File: src/rtl/aes_round_sequencer_if.sv
// Block-input, round-key, round-function and ciphertext signals of the AES round sequencer.
// master = block source / key schedule / round-function side, slave = sequencer.
interface aes_round_sequencer_if #(
  parameter int DATA_W = 128,
  parameter int RND_W  = 4
);
  logic              start_valid;
  logic              start_ready;
  logic [DATA_W-1:0] data_in;
  logic              rk_req;
  logic [RND_W-1:0]  rk_idx;
  logic              rk_valid;
  logic [DATA_W-1:0] rk_data;
  logic [DATA_W-1:0] rnd_state;
  logic              rnd_last;
  logic [DATA_W-1:0] rnd_result;
  logic              out_valid;
  logic              out_ready;
  logic [DATA_W-1:0] data_out;
  logic              busy;

  modport master (
    output start_valid, data_in, rk_valid, rk_data, rnd_result, out_ready,
    input  start_ready, rk_req, rk_idx, rnd_state, rnd_last, out_valid, data_out, busy
  );

  modport slave (
    input  start_valid, data_in, rk_valid, rk_data, rnd_result, out_ready,
    output start_ready, rk_req, rk_idx, rnd_state, rnd_last, out_valid, data_out, busy
  );
endinterface

File: src/rtl/aes_round_sequencer.sv
// Iterative AES encryption round sequencer: owns the state register and round counter,
// fetches round keys by index and folds the external round-function result into the state.
module aes_round_sequencer #(
  parameter int DATA_W = 128,
  parameter int NR     = 10,
  parameter int RND_W  = 4
) (
  input logic               clk,
  input logic               reset,
  aes_round_sequencer_if.slave bus
);

  typedef enum logic [1:0] {
    IDLE     = 2'd0,
    KEY_WAIT = 2'd1,
    DONE     = 2'd2
  } fsm_t;

  localparam logic [RND_W-1:0] LAST_RND = RND_W'(NR);
  localparam logic [RND_W-1:0] RND_ZERO = {RND_W{1'b0}};
  localparam logic [RND_W-1:0] RND_ONE  = RND_W'(1);

  fsm_t              fsm_r;
  fsm_t              fsm_s;
  logic [DATA_W-1:0] state_r;
  logic [DATA_W-1:0] state_s;
  logic [RND_W-1:0]  round_r;
  logic [RND_W-1:0]  round_s;
  logic              start_ready_r;
  logic              rk_req_r;
  logic              out_valid_r;
  logic              busy_r;
  logic              rnd_last_r;

  // Next-state, next-data and next-round decode
  always_comb begin
    fsm_s   = fsm_r;
    state_s = state_r;
    round_s = round_r;
    case (fsm_r)
      IDLE: begin
        if (bus.start_valid) begin
          state_s = bus.data_in;
          round_s = RND_ZERO;
          fsm_s   = KEY_WAIT;
        end else begin
          fsm_s = IDLE;
        end
      end
      KEY_WAIT: begin
        if (bus.rk_valid) begin
          // Round 0 is the initial AddRoundKey; later rounds go through the round function first.
          state_s = ((round_r == RND_ZERO) ? state_r : bus.rnd_result) ^ bus.rk_data;
          if (round_r == LAST_RND) begin
            fsm_s = DONE;
          end else begin
            round_s = round_r + RND_ONE;
          end
        end else begin
          fsm_s = KEY_WAIT;
        end
      end
      DONE: begin
        if (bus.out_ready) begin
          fsm_s = IDLE;
        end else begin
          fsm_s = DONE;
        end
      end
      default: begin
        fsm_s = IDLE;
      end
    endcase
  end

  // State registers plus handshake flags registered from the next state
  always_ff @(posedge clk) begin
    if (reset) begin
      fsm_r         <= IDLE;
      state_r       <= {DATA_W{1'b0}};
      round_r       <= RND_ZERO;
      start_ready_r <= 1'b1;
      rk_req_r      <= 1'b0;
      out_valid_r   <= 1'b0;
      busy_r        <= 1'b0;
      rnd_last_r    <= 1'b0;
    end else begin
      fsm_r         <= fsm_s;
      state_r       <= state_s;
      round_r       <= round_s;
      start_ready_r <= (fsm_s == IDLE);
      rk_req_r      <= (fsm_s == KEY_WAIT);
      out_valid_r   <= (fsm_s == DONE);
      busy_r        <= (fsm_s != IDLE);
      rnd_last_r    <= (round_s == LAST_RND);
    end
  end

  assign bus.start_ready = start_ready_r;
  assign bus.rk_req      = rk_req_r;
  assign bus.rk_idx      = round_r;
  assign bus.rnd_state   = state_r;
  assign bus.rnd_last    = rnd_last_r;
  assign bus.out_valid   = out_valid_r;
  assign bus.data_out    = state_r;
  assign bus.busy        = busy_r;

endmodule

File: src/flat_wrapper.sv
// flat-port wrapper written by rule: the top's interface ports become plain ports
module aes_round_sequencer_flat 
#(
  parameter int DATA_W = 128,
  parameter int NR     = 10,
  parameter int RND_W  = 4
)
  (clk, reset, bus_start_valid, bus_data_in, bus_rk_valid, bus_rk_data, bus_rnd_result, bus_out_ready, bus_start_ready, bus_rk_req, bus_rk_idx, bus_rnd_state, bus_rnd_last, bus_out_valid, bus_data_out, bus_busy);
  aes_round_sequencer_if #(.DATA_W(DATA_W), .RND_W(RND_W)) bus_i ();
  input logic clk;
  input logic reset;
  input wire logic [$bits(bus_i.start_valid)-1:0] bus_start_valid;
  input wire logic [$bits(bus_i.data_in)-1:0] bus_data_in;
  input wire logic [$bits(bus_i.rk_valid)-1:0] bus_rk_valid;
  input wire logic [$bits(bus_i.rk_data)-1:0] bus_rk_data;
  input wire logic [$bits(bus_i.rnd_result)-1:0] bus_rnd_result;
  input wire logic [$bits(bus_i.out_ready)-1:0] bus_out_ready;
  output wire logic [$bits(bus_i.start_ready)-1:0] bus_start_ready;
  output wire logic [$bits(bus_i.rk_req)-1:0] bus_rk_req;
  output wire logic [$bits(bus_i.rk_idx)-1:0] bus_rk_idx;
  output wire logic [$bits(bus_i.rnd_state)-1:0] bus_rnd_state;
  output wire logic [$bits(bus_i.rnd_last)-1:0] bus_rnd_last;
  output wire logic [$bits(bus_i.out_valid)-1:0] bus_out_valid;
  output wire logic [$bits(bus_i.data_out)-1:0] bus_data_out;
  output wire logic [$bits(bus_i.busy)-1:0] bus_busy;
  assign bus_i.start_valid = bus_start_valid;
  assign bus_i.data_in = bus_data_in;
  assign bus_i.rk_valid = bus_rk_valid;
  assign bus_i.rk_data = bus_rk_data;
  assign bus_i.rnd_result = bus_rnd_result;
  assign bus_i.out_ready = bus_out_ready;
  assign bus_start_ready = bus_i.start_ready;
  assign bus_rk_req = bus_i.rk_req;
  assign bus_rk_idx = bus_i.rk_idx;
  assign bus_rnd_state = bus_i.rnd_state;
  assign bus_rnd_last = bus_i.rnd_last;
  assign bus_out_valid = bus_i.out_valid;
  assign bus_data_out = bus_i.data_out;
  assign bus_busy = bus_i.busy;
  aes_round_sequencer #(.DATA_W(DATA_W), .NR(NR), .RND_W(RND_W)) u_core (.clk(clk), .reset(reset), .bus(bus_i));
endmodule
File: config.mk
export PLATFORM = sky130hd
export DESIGN_NAME = aes_round_sequencer_flat
export DESIGN_NICKNAME = d
export VERILOG_FILES = /design/src/rtl/aes_round_sequencer_if.sv /design/src/rtl/aes_round_sequencer.sv /design/src/flat_wrapper.sv
export SDC_FILE = /design/constraint.sdc
export NUM_CORES = 1
export LEC_CHECK = 0
export BUFFER_PORTS_ARGS = -buffer_cell sky130_fd_sc_hd__buf_2
export CAP_MARGIN = 30
export CORE_AREA = 2 2 251 253
export DETAILED_ROUTE_END_ITERATION = 12
export DIE_AREA = 0 0 253 255
export SYNTH_ARGS = -nofsm -noshare
export SYNTH_HDL_FRONTEND = slang
export SYNTH_SLANG_ARGS = --single-unit
export TNS_END_PERCENT = 20
File: constraint.sdc
create_clock -name clk -period 1.9 [get_ports clk]
set_input_delay 0.19 -clock clk [delete_from_list [all_inputs] [get_ports clk]]
set_output_delay 0.19 -clock clk [all_outputs]
set_load 0.05 [all_outputs]
# ---- After elaboration in Yosys (flattened, before gate mapping)
# Index checks and enable logic that the tools add are counted.
dict set report word_totals {
  ff_bits 139
  in_bits 389
  out_inout_bits 265
  wordCells 37
}
dict set report classes {
  add_sub_neg 1
  n_eq_ne 8
  mux 13
  n_bitwise 1
  reduce_logical 6
}
# operator n
set op_table {}
lappend op_table {{128-bit two-way mux} 3}
lappend op_table {{128-bit case mux with 2 select lines} 1}
lappend op_table {{128-bit bitwise XOR} 1}
lappend op_table {{4-bit two-way mux} 3}
lappend op_table {{4-bit == test (second input constant)} 2}
lappend op_table {{4-bit case mux with 2 select lines} 1}
lappend op_table {{2-bit two-way mux} 3}
lappend op_table {{2-bit case mux with 3 select lines} 1}
lappend op_table {{4-bit by 1-bit adder with 4-bit output (second input constant)} 1}
lappend op_table {{2-bit by 1-bit == test with 1-bit output (second input constant)} 2}
lappend op_table {{2-bit == test (second input constant)} 2}
lappend op_table {{2-bit zero test} 2}
lappend op_table {{4-bit zero test} 1}
lappend op_table {{2-bit != test (second input constant)} 2}
lappend op_table {{2-bit nonzero test} 2}
lappend op_table {{3-bit AND reduction} 1}
lappend op_table {{1-bit two-way mux} 1}

# ---- Longest topological paths before layout
# Gate-level depths: netlist (run 1).
dict set report depth {
  ltp_word 5
  ltp_mapped 8
  depth_no_buf 6
}

# ---- Least setup slack after synthesis (run 1)
# No wires, ideal clock.
dict set report synth_path {
  path_kind {flip-flop to flip-flop}
  from {register u_core.round_r[0] (netlist: u_core.bus.rk_idx[0])}
  to {register u_core.state_r[0] (netlist: u_core.bus.data_out[0])}
  setup_ps 91
  arrival_time_ps 2084
  required_time_ps 1809
  slack_ps -275
  path_stages_with_launch 9
  n_path_buf 2
  synth_period_minus_slack_ps 2175
  path_cell_list {dfxtp_1 -> inv_1 -> ha_1 -> or3b_1 -> buf_4 -> buf_2 -> nand2_1 -> a211o_1 -> a311oi_1}
}
dict set report synth_between {
  elab_chain_cells 5
}
# element line
set synth_rtl {}
lappend synth_rtl {{from (decl)} aes_round_sequencer.sv:27} ;# logic [RND_W-1:0] round_r;
lappend synth_rtl {{from (signal assigned)} aes_round_sequencer.sv:90} ;# round_r <= round_s;
lappend synth_rtl {{4-bit zero test} aes_round_sequencer.sv:53} ;# state_s = ((round_r == RND_ZERO) ? state_r : bus.rnd_result) ^ bus.rk_data;
lappend synth_rtl {{128-bit two-way mux} aes_round_sequencer.sv:53}
lappend synth_rtl {{128-bit bitwise XOR} aes_round_sequencer.sv:53}
lappend synth_rtl {{128-bit two-way mux} aes_round_sequencer.sv:51} ;# if (bus.rk_valid) begin
lappend synth_rtl {{128-bit case mux with 2 select lines} aes_round_sequencer.sv:40} ;# case (fsm_r)
lappend synth_rtl {{to (signal assigned)} aes_round_sequencer.sv:80} ;# state_r <= {DATA_W{1'b0}};
lappend synth_rtl {{to (signal assigned)} aes_round_sequencer.sv:89} ;# state_r <= state_s;
lappend synth_rtl {{to (decl)} aes_round_sequencer.sv:25} ;# logic [DATA_W-1:0] state_r;
# No other way between the ends. The select of a mux whose other input is x is not followed.
# A chain may end at the register's enable or synchronous reset.

# ---- Worst setup path in the final report (run 1)
dict set report layout_path {
  from {register u_core.round_r[0] (netlist: u_core.bus.rk_idx[0])}
  to {register u_core.state_r[98] (netlist: u_core.bus.data_out[98])}
}
# The elaborated chain is that of the path after synthesis.

==> results of run 1 <==
==> state kept, by name, indices dropped and copies added, names as in the netlist <==
name                    count
u_core.bus.rk_idx           4
u_core.bus.data_out       128
u_core.bus.busy             1
u_core.bus.start_ready      1
u_core.fsm_r                2
u_core.bus.out_valid        1
u_core.bus.rk_req           1
u_core.bus.rnd_last         1
==> cell families after synthesis <==
logic type / synth area share
adders and majority gates: 0.00351
DFF: 0.260
AOI/OAI and AO/OA: 0.308
buffers and inverters: 0.160
and+or+nand+nor: 0.269
==> worst max-delay path, cell delays in order, from the launching register on <==
cell,delay [ns]
dfxtp_4,0.35
inv_4,0.06
ha_4,0.12
nor3b_4,0.25
buf_6,0.16
clkbuf_16,0.16
buf_4,0.15
nand2_1,0.08
a211o_1,0.31
a311oi_2,0.27
==> placed cells by master, fill, tap and decap left out, types with 14 or more instances in the layout <==
cell type / n
buf_2: 652
nor2_1: 260
nand2_1: 234
dfxtp_1: 135
nand4_1: 129
a211o_1: 129
o21a_1: 128
dlygate4sd3_1: 126
a311oi_1: 97
buf_4: 48
a311oi_2: 31
buf_12: 26
nand2_2: 22
clkbuf_16: 21
buf_6: 14
==> through the flow <==
stage / setup TNS [ns] / hold slack (ns) / util / setup WS (ns) / instance area, µm²
6_report: -1.92 / 0.0539 / 0.266 / -0.107 / 16500
5_1_grt: -14.34 / 0.0285 / 0.266 / -0.214 / 16500
4_1_cts: -1.72 / 0.000124 / 0.259 / -0.0679 / 16100
3_5_place_dp: -0.916 / 0.493 / 0.230 / -0.0643 / 14300
3_3_place_gp: -0.219 / 0.492 / 0.230 / -0.0208 / 14300
2_1_floorplan: 0 / 0.380 / - / 0.00122 / 10700
==> layer usage <==
metal	global-route usage	up-vias
met5	0	-
met3	0.0408	100
met2	0.242	745
li1	-	6536
met4	0.0844	8
met1	0.178	6590
==> repair_timing <==
item	CTS	global route
hold buffers	126	0
setup buffers	0	1
pin swaps	31	59
endpoints found under the hold margin	125	0
setup endpoints to repair	94	128
gates cloned	0	4
resized for setup	5	75
==> power by group through the flow <==
stage	logic, mW	clock network [mW]	registers [mW]
after floorplan	2.70	0	4.43
after global placement	4.83	0	3.60
after detailed placement	4.85	0	3.60
after CTS	5.08	3.49	3.53
after global routing	5.55	3.59	3.58
final	5.23	3.34	3.55
==> layout make-up <==
cell class | instances | area [µm²] | share of cell area
inverter | 3 | 16.3 | 0.000984
tap | 799 | 1000 | 0.0605
multi-input combinational | 1064 | 6520 | 0.394
clock buffer | 24 | 473 | 0.0286
antenna | 1 | 2.50 | 0.000151
clock inverter | 6 | 65.1 | 0.00393
sequential | 139 | 2800 | 0.169
timing repair buffer | 871 | 5670 | 0.343
==> worst max path at each step <==
stage / start / to / slack [ns] / cells past startpoint
final: u_core.bus.rk_idx[0] / u_core.bus.data_out[98] / -0.11 / 9
after global routing: u_core.bus.rk_idx[0] / u_core.bus.data_out[108] / -0.21 / 9
after CTS: u_core.bus.rk_idx[1] / u_core.bus.data_out[59] / -0.07 / 8
after detailed placement: u_core.bus.rk_idx[1] / u_core.bus.data_out[37] / -0.06 / 8
after global placement: u_core.bus.rk_idx[1] / u_core.bus.data_out[0] / -0.02 / 8
after floorplan: u_core.bus.rk_idx[2] / u_core.bus.data_out[0] / 0.001 / 6
==> metrics.md, run 1 <==
| Metric | Value |
|---|---|
| Final Critical Period | `2.01 ns` |
| Synth async-reset ratio | `0` |
| Clk Latency, worst-skew pair | `0.48 ns` |
| Final Hold Vio Count | `0` |
| Hpwl dp | `37.8 mm` |
| Port buffer count | `653` |
| Die area | `64500 µm²` |
| First DRT Iteration DRCs | `1093` |
| Cts bufs inserted | `17` |
| Tcrit/Tclk final | `1.06` |
| Logic pwr share | `0.431` |
| Post-synth EDFFs | `0` |
| Max Freq | `498 MHz` |
| Max-slew violations | `0` |
| Leading area contributor after synthesis | `dfxtp_1` |
| Clock Skew | `0.0264 ns` |
| Tot Pwr | `12.1 mW` |
| R2R Setup Slk | `-0.11 ns` |
| Top cells by area, synth | `dfxtp_1 (26%), a211o_1 (11%), a311oi_1 (10%)` |
| Post-route ant nets | `0` |
| Nets | `2488` |
| Failing checks | `negative setup slack` |
| Vias in the first global route | `12580` |
| Critical Path Source Type | `flip-flop` |
| Avg WL per Cell | `18.0 µm` |
| Seq cells post-synth | `139` |
| CP Class | `reg2reg` |
| Flop pwr share | `0.293` |
| DRC errors left | `0` |
| Die Span X | `253 µm` |
| Clock power frac | `0.276` |
| P per Cell Area | `733 nW/µm²` |
| GRT Total Usage | `0.149` |
| WHS Path Cells | `4` |
| CTS max path bufs | `2` |
| Crit end category | `flip-flop` |
| Core area | `62200 µm²` |
| Clk sinks | `139` |
| R2r worst-path depth | `9` |
| Least-Margin Pin Slew | `0.577 ns` |
| Largest net degree at the start of global routing | `74` |
| RSZ-0062 raised after global routing | `yes` |
| Ys flop type | `dfxtp_1` |
| Area grow syn2layout | `54.7%` |
| Fillers | `6800` |
| Root Buffer | `clkbuf_16` |
| Syn Inst Count | `1463` |
| Avg Synthesized Cell Area | `7.31 µm²` |
| Initial antenna violation count | `5` |
| First-pass GRT wire length | `73.4 mm` |
| Number of setup violations in the final report | `59` |
| Metal-1 WL | `20.9 mm` |
| Mapped cell area | `10700 µm²` |
| Status | `complete, but fails checks` |
| Placed Cells | `2745` |
| H-tree level count | `4` |
| Die height | `255 µm` |
| CP Data Required Time | `2.29 ns` |
| Syn nets | `1855` |
| Row count | `92` |
| Total wire length | `52.3 mm` |
| Starting density of the core | `0.172` |
| Pint | `6.73 mW` |
| GP Congestion | `0.829` |
| CTS tree | `yes` |
| Cell leakage power | `7.20 nW` |
| CP arrival | `2.39 ns` |
| Fraction of layout cells with a size suffix above 1 | `0.398` |
| Post-synth top area share | `0.260` |
| Post-synth top cells | `nand2_1 (260), nor2_1 (260), dfxtp_1 (139)` |
| I/O pin count | `654` |
| Overflow after GRT | `0` |
| Met2 Wirelength | `24.3 mm` |
| Maximum fanout along the worst path | `5` |
| Max Cap Viol | `0` |
| Rel. slew slack | `0.616` |
| HP Class | `in2reg` |
| Switching Share | `0.445` |
| Warnings, synthesis | `0` |
| Sw Pwr | `5.39 mW` |
| Wire length on met3 | `4.61 mm` |
| Reg-to-reg startpoint | `u_core.bus.rk_idx[0]` |
| Synth unique cells | `37` |
| DR top layer | `met5` |
| Final WS setup | `-0.107 ns` |
| Sequential area share after synthesis | `0.260` |
| Vias per cell | `4.81` |
| Reg clk slew, reported paths | `0.07 ns` |
| Maximum VDD drop | `0.587 mV` |
| Via count | `13979` |
| Drt first pass iters | `6` |
| R2r endpoint | `u_core.bus.data_out[98]` |
| Hold Path End | `u_core.bus.data_out[91]` |
| Non-filler instance count after layout | `2907` |
| Hold Path Origin | `bus_rnd_result[91]` |
Power figures use the tool's default switching activity.
==> run 2, diff against run 1 <==
--- a/config.mk
+++ b/config.mk
@@ -5,11 +5,12 @@
 export SDC_FILE = /design/constraint.sdc
 export NUM_CORES = 1
 export LEC_CHECK = 0
+export ABC_AREA = 1
 export BUFFER_PORTS_ARGS = -buffer_cell sky130_fd_sc_hd__buf_2
 export CAP_MARGIN = 30
-export CORE_AREA = 2 2 251 253
+export CORE_AREA = 2 2 258 260
 export DETAILED_ROUTE_END_ITERATION = 12
-export DIE_AREA = 0 0 253 255
+export DIE_AREA = 0 0 260 262
 export SYNTH_ARGS = -nofsm -noshare
 export SYNTH_HDL_FRONTEND = slang
 export SYNTH_SLANG_ARGS = --single-unit
==> metrics.md, run 2 <==
| Metric | Value |
|---|---|
| Syn nets | `2797` |
| Clk sinks | `139` |
| R2r worst-path depth | `9` |
| Maximum fanout along the worst path | `32` |
| Post-synth top area share | `0.250` |
| P per Cell Area | `740 nW/µm²` |
| CP Class | `reg2reg` |
| DRC errors left | `0` |
| Reg clk slew, reported paths | `0.07 ns` |
| Clock Skew | `0.0106 ns` |
| Max Cap Viol | `0` |
| Ys flop type | `dfxtp_1` |
| HP Class | `in2reg` |
| Rel. slew slack | `0.744` |
| Cts bufs inserted | `17` |
| Max Freq | `569 MHz` |
| Area of the multi-input gates | `7030 µm²` |
| Synth async-reset ratio | `0` |
| Fraction of layout cells with a size suffix above 1 | `0.270` |
| Nets | `3265` |
| Die height | `262 µm` |
| Via count | `16205` |
| CP Data Required Time | `2.24 ns` |
| Post-cts hold buffer count | `0` |
| Initial antenna violation count | `7` |
| Clk Latency, worst-skew pair | `0.47 ns` |
| First-pass GRT wire length | `78.4 mm` |
| Avg WL per Cell | `13.9 µm` |
| Crit end category | `flip-flop` |
| Top cells by area, synth | `nand3_1 (25%), dfxtp_1 (22%), nand2_1 (15%)` |
| Root Buffer | `clkbuf_16` |
| Most frequent cells in the layout | `buf_2 (652), nand3_1 (644), nand2_1 (526), inv_1 (391), nor2_1 (264)` |
| R2R Setup Slk | `0.14 ns` |
| Maximum VDD drop | `0.594 mV` |
| H-tree level count | `4` |
| Total wire length | `52.1 mm` |
| CTS tree | `yes` |
| Leading cell type in the layout, fill and taps excluded | `buf_2` |
| Hold WS | `0.0660 ns` |
| Max reg flops | `128` |
| Largest net degree at the start of global routing | `58` |
| Vias in the first global route | `14029` |
| Fillers | `7416` |
| Leading area contributor after synthesis | `nand3_1` |
| Warnings, synthesis | `0` |
| Drt first pass iters | `5` |
| Vias per cell | `4.32` |
| Final Hold Vio Count | `0` |
| Mapped cell area | `12900 µm²` |
| Die Span X | `260 µm` |
| FF/Latch Area | `2790 µm²` |
| Reg-to-reg startpoint | `u_core.fsm_r[0]` |
| Least-Margin Pin Slew | `0.384 ns` |
| Postcts setup bufs | `0` |
| Starting density of the core | `0.197` |
| Post-synth EDFFs | `0` |
| Overflow after GRT | `0` |
| Cell leakage power | `9.36 nW` |
| R2r endpoint | `u_core.bus.data_out[88]` |
| Status | `completed` |
| Sequential area share after synthesis | `0.216` |
| Post-synth top cells | `nand3_1 (644), nand2_1 (527), inv_1 (392)` |
| Most numerous cell in the Yosys netlist | `nand3_1` |
| Worst setup endpoint | `u_core.bus.data_out[88]` |
| First DRT Iteration DRCs | `1203` |
| Port buffer count | `653` |
| CTS max path bufs | `2` |
| CP startpoint | `u_core.fsm_r[0]` |
| Max-slew violations | `0` |
| CP arrival | `2.10 ns` |
| Final Critical Period | `1.76 ns` |
| Hpwl dp | `40.7 mm` |
| Tot Pwr | `12.7 mW` |
| Area grow syn2layout | `33.1%` |
| RSZ-0062 raised after global routing | `yes` |
| Number of setup violations in the final report | `0` |
| GP Congestion | `0.939` |
| Syn Inst Count | `2405` |
| DP Worst Slack | `0.146 ns` |
| Row count | `94` |
| Post-route ant nets | `0` |
| Critical Path Source Type | `flip-flop` |
| I/O pin count | `654` |
| Seq cells post-synth | `139` |
| Die area | `68100 µm²` |
| Tcrit/Tclk final | `0.924` |
| Final WS setup | `0.144 ns` |
| GRT Total Usage | `0.146` |
| Avg Synthesized Cell Area | `5.36 µm²` |
| Core area | `65300 µm²` |
| Synth unique cells | `20` |
## run 2: cell types whose count changed after synthesis, moves of 15 or more
cell	previous run	this run
nand3_1	2	644
inv_1	2	392
nand2_1	260	527
a21oi_1	3	134
a211o_1	129	0
a311oi_1	128	0
o21a_1	128	0
nand4_1	129	3
buf_2	25	55
clkbuf_1	80	95
## run 2: what timing repair did
action,4_1_cts,5_1_grt
endpoints found under the hold margin,0,0
endpoints found under the setup margin,0,8
resized for setup,0,5
## run 2: logic make-up after synthesis
group	after synthesis	share of synthesized area
buffers and inverters	680	0.241
adder cells (fa/ha/maj)	3	0.00291
flip-flops	139	0.216
AO/OA/AOI/OAI	139	0.0544
AND/OR/NAND/NOR	1444	0.486
## run 2: worst min-delay path by stage
stage                        startpoint                        to  slack, ns  cells past startpoint
3_3_place_gp   u_core.bus.data_out[125]  u_core.bus.data_out[125]       0.50                      2
4_1_cts                 bus_start_valid           u_core.fsm_r[0]       0.02                      3
3_5_place_dp   u_core.bus.data_out[125]  u_core.bus.data_out[125]       0.50                      2
5_1_grt                 bus_start_valid         u_core.bus.rk_req       0.05                      3
6_report                bus_start_valid         u_core.bus.rk_req       0.07                      3
2_1_floorplan           bus_start_valid         u_core.bus.rk_req       0.38                      2
## run 2: final cells by class
cell class,instances,area share
Tap cell,864,0.0630
Clock buffer,18,0.0256
Inverter,394,0.0862
Antenna cell,4,0.000584
Multi-Input combinational cell,1586,0.410
Timing Repair Buffer,735,0.243
Sequential cell,139,0.162
Clock inverter,14,0.00934
## run 2: report_power, final
group          switching [mW]  leakage (nW)  internal [mW]
clock network            1.63         0.286           1.99
registers               0.414          1.15           3.19
logic                    3.79          7.93           1.67
total                    5.83          9.36           6.86
## run 2: through the flow
step,TNS [ns],cells,util,area [µm²]
3_3_place_gp,0,3718,0.253,16500
3_5_place_dp,0,3718,0.253,16500
5_1_grt,-0.0165,3752,0.263,17100
2_1_floorplan,-0.307,2405,-,12900
4_1_cts,0,3750,0.262,17100
6_report,0,3754,0.263,17200
## run 2: critical path: stages, from the launching register on
cell,delay (ns)
dfxtp_1,0.40
inv_2,0.09
nor2_8,0.13
inv_2,0.07
o21ai_4,0.20
buf_12,0.23
buf_4,0.24
nor2_1,0.08
nand2_1,0.07
a21oi_1,0.05
## run 2: routing by layer
layer  share of wire  vias up  GRT usage
li1                -     8303          -
met2            0.47      552      0.244
met5         0.00063        -          0
met3           0.083       72     0.0401
met4           0.023        6     0.0493
met1            0.42     7272      0.179
==> run 3, diff against run 2 <==
--- a/config.mk
+++ b/config.mk
@@ -11,6 +11,7 @@
 export CORE_AREA = 2 2 258 260
 export DETAILED_ROUTE_END_ITERATION = 12
 export DIE_AREA = 0 0 260 262
+export MAX_ROUTING_LAYER = met4
 export SYNTH_ARGS = -nofsm -noshare
 export SYNTH_HDL_FRONTEND = slang
 export SYNTH_SLANG_ARGS = --single-unit
==> metrics.md, run 3 (synthesis gave the netlist of run 2 again) <==
| Metric | Value |
|---|---|
| Status | `completed` |
| Max reg flops | `128` |
| Final Cell Area | `17200 µm²` |
| End-of-flow core utilization | `0.263` |
| Number of setup violations in the final report | `0` |
| Drt first pass iters | `5` |
| Max-slew violations | `0` |
| Via count | `16173` |
| Critical Path Source Type | `flip-flop` |
| Maximum fanout along the worst path | `37` |
| Final Critical Period | `1.75 ns` |
| Area grow syn2layout | `33.2%` |
| GP Congestion | `0.955` |
| CP Class | `reg2reg` |
| CTS max path bufs | `2` |
| Crit end category | `flip-flop` |
| Row count | `94` |
| Reg clk slew, reported paths | `0.07 ns` |
| Total wire length | `52.1 mm` |
| Maximum VDD drop | `0.589 mV` |
| Clk Latency, worst-skew pair | `0.47 ns` |
| Post-cts hold buffer count | `0` |
| Cell leakage power | `9.36 nW` |
| Tot Pwr | `12.7 mW` |
| Wire length on met3 | `4.17 mm` |
| Met2 Wirelength | `24.9 mm` |
| Resized cells post-CTS | `0` |
| RSZ-0062 raised after global routing | `yes` |
| I/O pin count | `654` |
| Postcts setup bufs | `0` |
| Root Buffer | `clkbuf_16` |
| Fraction of layout cells with a size suffix above 1 | `0.270` |
| HP Class | `in2reg` |
| Die height | `262 µm` |
| Starting density of the core | `0.197` |
| Clock Skew | `0.0115 ns` |
| Vias per cell | `4.30` |
| Hold WS | `0.0728 ns` |
| GRT Total Usage | `0.150` |
| Max Freq | `570 MHz` |
| Initial antenna violation count | `7` |
| Clk sinks | `139` |
| Die area | `68100 µm²` |
| Largest net degree at the start of global routing | `58` |
| Final WS setup | `0.145 ns` |
| Cts bufs inserted | `17` |
| CP arrival | `2.10 ns` |
| Core area | `65300 µm²` |
| P per Cell Area | `739 nW/µm²` |
| CP Data Required Time | `2.25 ns` |
| Port buffer count | `653` |
| Tcrit/Tclk final | `0.924` |
| Post-route ant nets | `0` |
| Max Cap Viol | `0` |
| Avg WL per Cell | `13.9 µm` |
| First DRT Iteration DRCs | `1240` |
| Hpwl dp | `40.7 mm` |
| Overflow after GRT | `0` |
| Final Hold Vio Count | `0` |
| Fillers | `7417` |
| DRC errors left | `0` |
| CTS tree | `yes` |
| Rel. slew slack | `0.747` |
| Die Span X | `260 µm` |
| Metal-1 WL | `22.0 mm` |
| DR top layer | `met4` |
| Nets | `3265` |
| Vias in the first global route | `14054` |
| Leading cell type in the layout, fill and taps excluded | `buf_2` |
| First-pass GRT wire length | `78.3 mm` |
| H-tree level count | `4` |
| Least-Margin Pin Slew | `0.380 ns` |
| Most frequent cells in the layout | `buf_2 (652), nand3_1 (644), nand2_1 (526), inv_1 (391), nor2_1 (264)` |
| DP Worst Slack | `0.146 ns` |
| Placed Area | `16500 µm²` |
==> run 3: changes by cell type in the layout (fill, tap and decap cells not counted) <==
cell,delta
diode_2,+3
==> run 3: metrics by stage <==
step	cells	TNS [ns]
finish	3757	0
global placement	3718	0
CTS	3750	0
floorplan	2405	-0.307
detailed placement	3718	0
global route	3757	-0.0169
==> run 3: final cells by class <==
cell class,count,area (µm²),area share
clock buffers,18,439,0.0256
diodes,7,17.5,0.00102
inverters,394,1480,0.0862
flip-flops and latches,139,2790,0.162
clock inverters,14,160,0.00933
multi-input cells,1586,7030,0.410
repair buffers,735,4170,0.243
well taps,864,1080,0.0630
==> run 3: worst paths after layout <==
check                           from                 endpoint  slack, ns  cells past startpoint
min                  bus_start_valid        u_core.bus.rk_req       0.07                      3
max                  u_core.fsm_r[0]  u_core.bus.data_out[70]       0.15                      9
max reg2reg          u_core.fsm_r[0]  u_core.bus.data_out[70]       0.15                      9
min reg2reg  u_core.bus.data_out[30]  u_core.bus.data_out[30]       0.51                      2
==> run 3: layer usage <==
metal	vias up	GRT usage
li1	8311	-
met2	575	0.245
met1	7231	0.180
met5	-	-
met4	0	0.0484
met3	56	0.0397
==> run 3: critical path, stage by stage, from the launching register on <==
cell     delay (ns)
dfxtp_1        0.41
inv_2          0.09
nor2_8         0.13
inv_2          0.07
o21ai_4        0.20
buf_12         0.22
buf_12         0.22
nor2_1         0.10
nand2_1        0.07
a21oi_1        0.05
==> run 3: where the power goes <==
part / leakage [nW] / switching [mW] / internal (mW)
logic: 7.93 / 3.79 / 1.67
clock network: 0.286 / 1.61 / 1.99
registers: 1.15 / 0.415 / 3.19
total: 9.36 / 5.82 / 6.86
